==> src/rtl/mux_arb_pkg.sv <==
// rtl/mux_arb_pkg.sv - shared constants and state type for the round-robin mux arbiter
package mux_arb_pkg;
  localparam int N_REQ        = 4;
  localparam int SEL_W        = 2;
  localparam int HOLD_MAX_DEF = 8;

  typedef enum logic {
    IDLE  = 1'b0,
    OWNED = 1'b1
  } arb_state_e;
endpackage

==> src/rtl/rr_pick.sv <==
// rtl/rr_pick.sv - rotating priority encoder: first set bit of req at or after ptr, mod 4
module rr_pick
  import mux_arb_pkg::*;
(
  input  logic [N_REQ-1:0] req,
  input  logic [SEL_W-1:0] ptr,
  output logic             any,
  output logic [SEL_W-1:0] idx
);

  logic [SEL_W-1:0] w_cand;

  // Scan from the lowest priority down so the highest-priority hit is written last.
  always_comb begin
    any    = 1'b0;
    idx    = ptr;
    w_cand = ptr;
    for (int i = N_REQ - 1; i >= 0; i--) begin
      w_cand = ptr + SEL_W'(i);
      if (req[w_cand]) begin
        any = 1'b1;
        idx = w_cand;
      end
    end
  end

endmodule

==> src/rtl/mux_rr_arbiter.sv <==
// rtl/mux_rr_arbiter.sv - round-robin arbiter with hold limit driving the 4:1 mux select
module mux_rr_arbiter
  import mux_arb_pkg::*;
#(
  parameter int HOLD_MAX = HOLD_MAX_DEF
) (
  input  logic             clk,
  input  logic             reset_n,
  input  logic [N_REQ-1:0] req,
  output logic [N_REQ-1:0] grant,
  output logic [SEL_W-1:0] sel,
  output logic             valid,
  output logic             expired
);

  localparam logic [7:0] HOLD_LIM = 8'(HOLD_MAX);

  arb_state_e       r_state, w_state_nxt;
  logic [SEL_W-1:0] r_ptr, w_ptr_nxt;
  logic [SEL_W-1:0] r_owner, w_owner_nxt;
  logic [7:0]       r_hold_cnt, w_hold_nxt;
  logic [N_REQ-1:0] r_grant, w_grant_nxt;
  logic [SEL_W-1:0] r_sel, w_sel_nxt;
  logic             r_valid, w_valid_nxt;
  logic             r_expired, w_expired_nxt;

  logic [N_REQ-1:0] w_pick_req;
  logic [SEL_W-1:0] w_pick_ptr;
  logic             w_pick_any;
  logic [SEL_W-1:0] w_pick_idx;
  logic [N_REQ-1:0] w_owner_oh;

  assign w_owner_oh = N_REQ'(1) << r_owner;

  // While owned, the owner bit is masked and the search starts just past it;
  // on a release the owner bit is already clear, so one pick serves both cases.
  assign w_pick_req = (r_state == OWNED) ? (req & ~w_owner_oh) : req;
  assign w_pick_ptr = (r_state == OWNED) ? (r_owner + SEL_W'(1)) : r_ptr;

  rr_pick u_pick (
    .req (w_pick_req),
    .ptr (w_pick_ptr),
    .any (w_pick_any),
    .idx (w_pick_idx)
  );

  always_comb begin
    w_state_nxt   = r_state;
    w_ptr_nxt     = r_ptr;
    w_owner_nxt   = r_owner;
    w_hold_nxt    = r_hold_cnt;
    w_grant_nxt   = r_grant;
    w_sel_nxt     = r_sel;
    w_valid_nxt   = r_valid;
    w_expired_nxt = 1'b0;
    unique case (r_state)
      IDLE: begin
        if (w_pick_any) begin
          w_state_nxt = OWNED;
          w_owner_nxt = w_pick_idx;
          w_grant_nxt = N_REQ'(1) << w_pick_idx;
          w_sel_nxt   = w_pick_idx;
          w_valid_nxt = 1'b1;
          w_hold_nxt  = 8'd1;
        end
      end
      OWNED: begin
        if (!req[r_owner] || (r_hold_cnt >= HOLD_LIM)) begin
          w_ptr_nxt     = r_owner + SEL_W'(1);
          w_expired_nxt = req[r_owner];
          if (w_pick_any) begin
            w_owner_nxt = w_pick_idx;
            w_grant_nxt = N_REQ'(1) << w_pick_idx;
            w_sel_nxt   = w_pick_idx;
            w_hold_nxt  = 8'd1;
          end else if (req[r_owner]) begin
            w_hold_nxt = 8'd1;
          end else begin
            w_state_nxt = IDLE;
            w_grant_nxt = '0;
            w_valid_nxt = 1'b0;
            w_hold_nxt  = 8'd0;
          end
        end else begin
          w_hold_nxt = r_hold_cnt + 8'd1;
        end
      end
      default: w_state_nxt = IDLE;
    endcase
  end

  always_ff @(posedge clk) begin
    if (!reset_n) begin
      r_state    <= IDLE;
      r_ptr      <= '0;
      r_owner    <= '0;
      r_hold_cnt <= '0;
      r_grant    <= '0;
      r_sel      <= '0;
      r_valid    <= 1'b0;
      r_expired  <= 1'b0;
    end else begin
      r_state    <= w_state_nxt;
      r_ptr      <= w_ptr_nxt;
      r_owner    <= w_owner_nxt;
      r_hold_cnt <= w_hold_nxt;
      r_grant    <= w_grant_nxt;
      r_sel      <= w_sel_nxt;
      r_valid    <= w_valid_nxt;
      r_expired  <= w_expired_nxt;
    end
  end

  assign grant   = r_grant;
  assign sel     = r_sel;
  assign valid   = r_valid;
  assign expired = r_expired;

endmodule

==> config.mk <==
export PLATFORM = sky130hd
export DESIGN_NAME = mux_rr_arbiter
export DESIGN_NICKNAME = d
export VERILOG_FILES = /design/src/rtl/mux_arb_pkg.sv /design/src/rtl/rr_pick.sv /design/src/rtl/mux_rr_arbiter.sv
export SDC_FILE = /design/constraint.sdc
export NUM_CORES = 1
export LEC_CHECK = 0
export ABC_AREA = 1
export CORE_UTILIZATION = 55
export DETAILED_ROUTE_END_ITERATION = 7
export PLACE_DENSITY = 0.78
export SYNTH_ARGS = -nofsm -noshare
export SYNTH_HDL_FRONTEND = slang
export SYNTH_SLANG_ARGS = --single-unit
==> constraint.sdc <==
create_clock -name clk -period 5.6 [get_ports clk]
set_input_delay 1.12 -clock clk [delete_from_list [all_inputs] [get_ports clk]]
set_output_delay 1.12 -clock clk [all_outputs]
set_load 0.01 [all_outputs]
==> metrics, run 1 <==
CTS Buf Count 3; commonest non-fill, non-tap cells in the layout nand2_1, inv_1, nor2_1; drt pass-1 iters 6; Pwr Total 0.0008507 W; std cell rows 17; Post-Synthesis Cells 194; number of DRC markers in iteration 0 19; Inst Count DP 232; layout cells sized above 1 0.1827; Crit path max-delay family simple AND/OR/NAND/NOR gates; skew final 0.004575 ns; Worst Tran Pin Value 0.5763 ns; RSZ-0062 raised after global routing false; Longest Clk Path Bufs 2; Final Critical Period 2.635 ns; area grow syn2layout 13.52%; final non-filler cell total 236; most used cell, CP nor2_1; pwr/cell area 586.6 mW/mm^2; synthesized net count 206; Skew-Pair Late Insertion Delay 0.30 ns; H-Tree Level Count 1; syn_area_per_cell 6.585 sq um; Worst-path clk slew 0.10 ns; Final Hold Viols 0; die area 0.002520 sq mm; slowest stage cell, crit path clkdlybuf4s50_1; final wirelength 2.448 mm; Slew Viols, Final 0; post-DP HPWL 2.001 mm; Layout Nets 221; post-CTS resize count 0; synthesized flop and latch total 19; Final ANT Viol Nets 0; CP Data Required Time 5.78 ns; worst path arrival time 2.82 ns; largest fanout on the critical path 5; Layout fillers 206; vias in the first global route 1070; total track usage 0.2305; CP cell instances clkdlybuf4s50_1, inv_1, o21ai_0, nand2_1, inv_2, nand2_1, nor2_1, a21oi_4, nand3_1, nor2_1, nor2_1, nor2_1; DR vias 1158; largest net degree at the start of global routing 13; initial core utilization 0.5831; status finished, final reports clean; most common cell after layout, fill and taps aside nand2_1; WL per Instance 10.37 microns; global-route wire length before repair 4.374 mm; Warnings, synthesis 0; die outline height 50.20 microns; Hold Path Class reg -> reg; Pleak 0.7026 nW; slowest stage delay, CP 0.49 ns; CP Capture Type flip-flop; setup TNS 0 ns; total congestion overflow 0; Slew HR 0.6153; TritonCTS Sinks 19; Worst setup SP type input port; kind of critical path in -> reg; core area 0.002191 sq mm; Top-Level Pins 14; number of vias per cell 4.907; hold_buf cts 0; DRC viols 0; die width 50.20 microns; postcts setup bufs 0; Final period util 0.4705; Netlist Area Pre-Place 0.001277 sq mm; Finish-stage setup viols 0; # diodes 0; Worst VDD drop 0.0003497 V; initial antenna violation count 0; Max-Cap Viols 0; Clk Tree Root Cell clkbuf_4; register area share after synthesis 0.2977; WP buf/inv 3; Netlist cell types 24; f_max 379.6 MHz; CTS tree built; IO Port Bufs 13; Placer Congestion 0.8509
==> metal layers <==
layer	GRT usage	wire length (microns)	part of all wire	up-vias
met3	0.04545	113	0.046	6
met2	0.3689	1094	0.45	22
met5	0	0	0	-
met4	0.1143	55	0.022	0
li1	-	-	-	622
met1	0.2921	1184	0.48	508
==> where the power goes <==
| part | internal [W] | leakage, nW | total (W) | switching (W) |
|---|---|---|---|---|
| clock network | 0.0000278 | 0.0150 | 0.0000667 | 0.0000389 |
| registers | 0.000167 | 0.155 | 0.000207 | 0.0000395 |
| logic | 0.000207 | 0.532 | 0.000577 | 0.000370 |
==> cells by family after synthesis <==
group                    Yosys count  synth area share
AO/OA/AOI/OAI                     20            0.1107
AND/OR/NAND/NOR                  107            0.3996
XOR/XNOR                           1          0.006857
adder cells (fa/ha/maj)            6           0.05876
flip-flops                        19            0.2977
buffers and inverters             41            0.1263
==> synth_stat cells, drive strengths merged <==
master | count | area share
a211oi | 1 | 0.0098
ha | 6 | 0.059
nor2 | 24 | 0.088
o211ai | 3 | 0.018
nand2 | 66 | 0.22
o21ai | 6 | 0.032
buf | 1 | 0.0088
nand3 | 12 | 0.059
inv | 37 | 0.11
a21oi | 10 | 0.051
clkbuf | 2 | 0.0059
clkinv | 1 | 0.0029
xor2 | 1 | 0.0069
nor3 | 5 | 0.031
dfxtp | 19 | 0.30
==> state kept, by name (all words and copies together), names as in the netlist <==
| name | flops |
|---|---|
| r_state | 1 |
| grant | 4 |
| r_hold_cnt | 8 |
| valid | 1 |
| expired | 1 |
| r_ptr | 2 |
| r_owner | 2 |
==> final cells by class <==
| class | count | area [sq um] | area share |
|---|---|---|---|
| Clock buffer | 4 | 26.28 | 0.01812 |
| Inverter | 38 | 142.6 | 0.09836 |
| Multi-Input combinational cell | 134 | 735.7 | 0.5073 |
| Sequential cell | 19 | 380.4 | 0.2623 |
| Tap cell | 28 | 35.03 | 0.02416 |
| Timing Repair Buffer | 13 | 130.1 | 0.08973 |
==> worst reg2reg max path, cell delays in order (launching register included) <==
cell and delay [ns]:
dfxtp_1 0.56, inv_2 0.10, ha_1 0.33, inv_1 0.07, nand2_1 0.05, nand2_1 0.17, nand2_1 0.08, nand2_1 0.09
nand2_1 0.09, nand2_2 0.10, nor2_4 0.06, a21oi_4 0.20, nand3_1 0.13, nor2_1 0.12, nor2_1 0.05, nor2_1 0.08
==> path summary, 6_finish.rpt <==
| kind | to | depth (start not counted) | slack (ns) | from |
|---|---|---|---|---|
| max | grant[2] | 12 | 2.97 | req[2] |
| min | r_hold_cnt[6] | 2 | 0.45 | r_hold_cnt[6] |
| max reg2reg | grant[2] | 15 | 3.27 | r_owner[0] |
| min reg2reg | r_hold_cnt[6] | 2 | 0.45 | r_hold_cnt[6] |
==> metrics by stage <==
step | setup slack, ns | hold WS (ns) | instance area [sq um] | utilization
detailed placement | 2.645 | 0.4421 | 1424 | 0.6499
global route | 2.749 | 0.4633 | 1450 | 0.6619
finish | 2.965 | 0.4500 | 1450 | 0.6619
CTS | 2.975 | 0.4575 | 1450 | 0.6619
floorplan | 3.332 | 0.4174 | 1277 | -
global placement | 2.718 | 0.4300 | 1424 | 0.6499
Note: power is estimated with default switching activity, not from simulation.
==> run 2, diff against run 1 <==
CORE_UTILIZATION = 50   (was 55)
PLACE_DENSITY = 0.75   (was 0.78)
clock period = 2.4 ns   (was 5.6 ns; I/O delays follow)
==> metrics, run 2 (synthesized netlist as in run 1, its figures left out) <==
IO Port Bufs 13 (unchanged); DR vias 1197 (was 1158); final non-filler cell total 240 (was 236); number of vias per cell 4.988 (was 4.907); die area 0.002761 sq mm (was 0.002520 sq mm); skew final 0.01318 ns (was 0.004575 ns); Worst-path clk slew 0.12 ns (was 0.10 ns); Slew Viols, Final 0 (unchanged); R2R Path Start r_state (was r_owner[0]); slowest stage cell, crit path dfxtp_1 (was clkdlybuf4s50_1); Top-Level Pins 14 (unchanged); total congestion overflow 0 (unchanged); Final Critical Period 2.127 ns; die outline height 52.55 microns (was 50.20 microns); Final period util 0.8861; sequential power share 0.221 (was 0.243); Final Hold Viols 0 (unchanged); largest register by flop count r_hold_cnt (unchanged); CTS tree built (unchanged); HP Start r_hold_cnt[6] (unchanged); Pwr Total 0.002069 W (was 0.0008507 W); DRC viols 0 (unchanged); Sequential Area 380.4 sq um (unchanged); area grow syn2layout 15.96% (was 13.52%); switching part of the total 0.5322 (was 0.5267); vias in the first global route 1087 (was 1070); clock share of power 0.081 (was 0.078); TritonCTS Sinks 19 (unchanged); Hold Slack 0.4591 ns (was 0.4500 ns); drt pass-1 iters 5 (was 6); initial antenna violation count 0 (unchanged); Clk Tree Root Cell clkbuf_4 (unchanged); Largest register FFs 8 (unchanged); CP Data Required Time 2.60 ns (was 5.78 ns); Pleak 0.7257 nW (was 0.7026 nW); WL per Instance 11.29 microns (was 10.37 microns); initial core utilization 0.5510 (was 0.5831); worst path arrival time 2.33 ns (was 2.82 ns); Reg2Reg Depth 13 (was 15); setup TNS 0 ns (unchanged); largest net degree at the start of global routing 12 (was 13); f_max 470.2 MHz; Skew-Pair Late Insertion Delay 0.31 ns (was 0.30 ns); Layout fillers 229 (was 206); core area 0.002318 sq mm (was 0.002191 sq mm); total track usage 0.2171 (was 0.2305); # diodes 0 (unchanged); Inst Count DP 236 (was 232); Placer Congestion 0.7943 (was 0.8509); CP Capture Type flip-flop (unchanged); most used cell, CP nand2_1 (was nor2_1); final wirelength 2.710 mm (was 2.448 mm); Layout Nets 225 (was 221); Max-Cap Viols 0 (unchanged); Longest Clk Path Bufs 2 (unchanged); most common cell after layout, fill and taps aside nand2_1 (unchanged); die width 52.55 microns (was 50.20 microns); Psw 0.001101 W (was 0.0004481 W); global-route wire length before repair 4.381 mm (was 4.374 mm); Slew HR 0.6967 (was 0.6153); H-Tree Level Count 1 (unchanged); post-CTS resize count 0 (unchanged); postcts setup bufs 0 (unchanged); area occupied by multi-input gates 735.7 sq um (unchanged); layout cells sized above 1 0.2028 (was 0.1827); Finish-stage setup viols 0 (unchanged); hold_buf cts 0 (unchanged); Worst Tran Pin Value 0.4544 ns (was 0.5763 ns); Hold Path Class reg -> reg (unchanged); worst hold path stage count 2 (unchanged); kind of critical path reg -> reg (was in -> reg); std cell rows 17 (unchanged); RSZ-0062 raised after global routing false (unchanged); CTS Buf Count 3 (unchanged); Final ANT Viol Nets 0 (unchanged); pwr/cell area 1397 mW/mm^2 (was 586.6 mW/mm^2); status finished, final reports clean (unchanged); Worst VDD drop 0.0007816 V (was 0.0003497 V); Pint 0.0009681 W (was 0.0004026 W); number of DRC markers in iteration 0 19 (unchanged); post-DP HPWL 2.191 mm (was 2.001 mm); CP cell instances inv_2, nand2_1, nand2_2, nand2_1, nand2_1, nand2_1, nand2_2, nor2_4, nand2_2, nor2_4, inv_2, nor2_1, nor3_1 (was clkdlybuf4s50_1, inv_1, o21ai_0, nand2_1, inv_2, nand2_1, nor2_1, a21oi_4, nand3_1, nor2_1, nor2_1, nor2_1); slowest stage delay, CP 0.62 ns (was 0.49 ns); worst setup path start r_state (was req[2]); largest fanout on the critical path 8 (was 5); commonest non-fill, non-tap cells in the layout nand2_1, inv_1, nor2_1 (unchanged); Worst setup SP type flip-flop (was input port); Comb pwr share 0.698 (was 0.678)
run 2: cell types whose count changed in the layout (fill, tap and decap cells not counted), sizes merged:
cell	change
clkbuf	-1
buf	+4
clkinv	+1
run 2: layer usage:
layer  wire length [microns]  part of all wire  vias to the layer above  track usage
met3                      72             0.027                        6      0.03188
met2                    1380              0.51                       21       0.3945
met4                      38             0.014                        0      0.09211
li1                        -                 -                      623            -
met1                    1219              0.45                      547       0.2482
met5                       0                 0                        -            0
run 2: final timing paths:
path | end | slack [ns]
worst min-delay path | r_hold_cnt[6] | 0.46
worst max register to register | r_hold_cnt[0] | 0.27
worst max-delay path | r_hold_cnt[0] | 0.27
worst min register to register | r_hold_cnt[6] | 0.46
run 2: metrics by stage:
stage / util / worst slack, ns / area, sq um
2_1_floorplan: - / 0.3606 / 1277
3_5_place_dp: 0.6271 / 0.1946 / 1454
6_report: 0.6390 / 0.2733 / 1481
5_1_grt: 0.6390 / 0.1035 / 1481
3_3_place_gp: 0.6271 / 0.2312 / 1454
4_1_cts: 0.6390 / 0.2689 / 1481
run 2: area by class of cell:
cell class | instances | area share
multi-input combinational | 134 | 0.4966
sequential | 19 | 0.2568
clock buffer | 3 | 0.01520
clock inverter | 1 | 0.003378
timing repair buffer | 17 | 0.1081
inverter | 38 | 0.09628
tap | 28 | 0.02365
run 2: power groups by stage:
stage	clock, W	sequential [W]	combinational (W)
detailed placement	0	0.000465	0.00144
CTS	0.000171	0.000457	0.00144
global route	0.000179	0.000465	0.00162
global placement	0	0.000460	0.00138
finish	0.000168	0.000457	0.00144
floorplan	0	0.000477	0.00108
run 2: critical path, delay by kind of cell (launching register included):
| family | cells | cell delay (ns) |
|---|---|---|
| buf+inv | 2 | 0.25 |
| flops | 1 | 0.62 |
| simple gates | 11 | 1.15 |
==> run 3, diff against run 2 <==
GPL_TIMING_DRIVEN = 0   (was unset)
==> metrics, run 3 (synthesized netlist as in run 1, its figures left out) <==
post-CTS resize count 0 (unchanged); CTS tree built (unchanged); f_max 455.3 MHz (was 470.2 MHz); core area 0.002318 sq mm (unchanged); Layout Nets 223 (was 225); IO Port Bufs 12 (was 13); TritonCTS Sinks 19 (unchanged); skew final 0.003918 ns (was 0.01318 ns); Longest Clk Path Bufs 2 (unchanged); number of DRC markers in iteration 0 20 (was 19); Pleak 0.7107 nW (was 0.7257 nW); die area 0.002761 sq mm (unchanged); slowest stage cell, crit path dfxtp_2 (was dfxtp_1); Slew Viols, Final 0 (unchanged); Layout fillers 214 (was 229); worst path arrival time 2.39 ns (was 2.33 ns); CTS Buf Count 3 (unchanged); setup TNS 0 ns (unchanged); most used cell, CP nand2_1 (unchanged); slowest stage delay, CP 0.40 ns (was 0.62 ns); # diodes 0 (unchanged); total congestion overflow 0 (unchanged); Finish-stage setup viols 0 (unchanged); post-DP HPWL 1.985 mm (was 2.191 mm); largest net degree at the start of global routing 12 (unchanged); layout cells sized above 1 0.2000 (was 0.2028); DRC viols 0 (unchanged); Worst-path clk slew 0.11 ns (was 0.12 ns); Final period util 0.9151 (was 0.8861); Worst setup SP type flip-flop (unchanged); vias in the first global route 1055 (was 1087); Hold Path Class reg -> reg (unchanged); area grow syn2layout 14.69% (was 15.96%); Max-Cap Viols 0 (unchanged); Final Critical Period 2.196 ns (was 2.127 ns); Top-Level Pins 14 (unchanged); RSZ-0062 raised after global routing false (unchanged); most common cell after layout, fill and taps aside nand2_1 (unchanged); Final Hold Viols 0 (unchanged); initial antenna violation count 0 (unchanged); H-Tree Level Count 1 (unchanged); Slew HR 0.6645 (was 0.6967); commonest non-fill, non-tap cells in the layout nand2_1, inv_1, nor2_1 (unchanged); final wirelength 2.455 mm (was 2.710 mm); std cell rows 17 (unchanged); WL per Instance 10.32 microns (was 11.29 microns); number of vias per cell 5.000 (was 4.988); CP Capture Type flip-flop (unchanged); die outline height 52.55 microns (unchanged); pwr/cell area 1376 mW/mm^2 (was 1397 mW/mm^2); CP Data Required Time 2.59 ns (was 2.60 ns); initial core utilization 0.5510 (unchanged); Placer Congestion 0.8340 (was 0.7943); global-route wire length before repair 4.229 mm (was 4.381 mm); total track usage 0.2080 (was 0.2171); dpl ws 0.04610 ns (was 0.1946 ns); largest fanout on the critical path 6 (was 8); hold_buf cts 0 (unchanged); status finished, final reports clean (unchanged); postcts setup bufs 0 (unchanged); Worst VDD drop 0.0007309 V (was 0.0007816 V); Skew-Pair Late Insertion Delay 0.30 ns (was 0.31 ns); Final ANT Viol Nets 0 (unchanged); drt pass-1 iters 4 (was 5); Worst Tran Pin Value 0.5033 ns (was 0.4544 ns); kind of critical path reg -> reg (unchanged); Largest register FFs 8 (unchanged); Clk Tree Root Cell clkbuf_4 (unchanged); die width 52.55 microns (unchanged); CP cell instances inv_1, ha_1, inv_1, nand2_1, nand2_1, nand2_1, nand2_1, nand2_1, nand2_2, nor2_4, nand2_2, nor2_4, inv_2, nor2_1, nor3_1 (was inv_2, nand2_1, nand2_2, nand2_1, nand2_1, nand2_1, nand2_2, nor2_4, nand2_2, nor2_4, inv_2, nor2_1, nor3_1); setup ws final 0.2037 ns (was 0.2733 ns); DR vias 1190 (was 1197); largest register by flop count r_hold_cnt (unchanged)
[run 3: path summary, 6_finish.rpt]
check                 from  slack, ns  cells past startpoint       endpoint
min reg2reg  r_hold_cnt[6]       0.45                      2  r_hold_cnt[6]
max reg2reg     r_owner[1]       0.20                     15  r_hold_cnt[0]
max             r_owner[1]       0.20                     15  r_hold_cnt[0]
min          r_hold_cnt[6]       0.45                      2  r_hold_cnt[6]
[run 3: final cells by class]
| type | instances | area, sq um | share of cell area |
|---|---|---|---|
| plain buffers | 3 | 18.77 | 0.01281 |
| clock buffers | 3 | 22.52 | 0.01537 |
| clock inverters | 1 | 5.005 | 0.003416 |
| inverters | 38 | 142.6 | 0.09735 |
| multi-input cells | 134 | 735.7 | 0.5021 |
| flip-flops and latches | 19 | 385.4 | 0.2630 |
| well taps | 28 | 35.03 | 0.02391 |
| repair buffers | 12 | 120.1 | 0.08198 |
[run 3: metrics by stage]
| step | power, W | util | hold WS (ns) | instances | area (sq um) |
|---|---|---|---|---|---|
| finish | 0.002017 | 0.6319 | 0.4468 | 238 | 1465 |
| global route | 0.002222 | 0.6319 | 0.4584 | 238 | 1465 |
| CTS | 0.002023 | 0.6298 | 0.4493 | 238 | 1460 |
| floorplan | 0.001553 | - | 0.4174 | 194 | 1277 |
| detailed placement | 0.001855 | 0.6179 | 0.4284 | 234 | 1433 |
| global placement | 0.001804 | 0.6179 | 0.4268 | 234 | 1433 |
[run 3: power breakdown]
group          leakage [nW]  switching, W  internal (W)
combinational         0.537      0.000894      0.000496
sequential            0.156     0.0000710      0.000396
clock                0.0177     0.0000981     0.0000621
total                 0.711       0.00106      0.000954
[run 3: routing by layer]
layer	vias to the layer above	global-route usage	part of all wire
li1	617	-	-
met1	554	0.2407	0.47
met2	14	0.3776	0.50
met3	5	0.02899	0.017
met4	0	0.08333	0.013
met5	-	0	0
[run 3: worst max-delay path: cells and delay by family, from the launching register on]
family,cells,cell delay (ns)
DFF,1,0.40
adders and majority gates,1,0.31
and+or+nand+nor,11,1.13
buffers and inverters,3,0.25
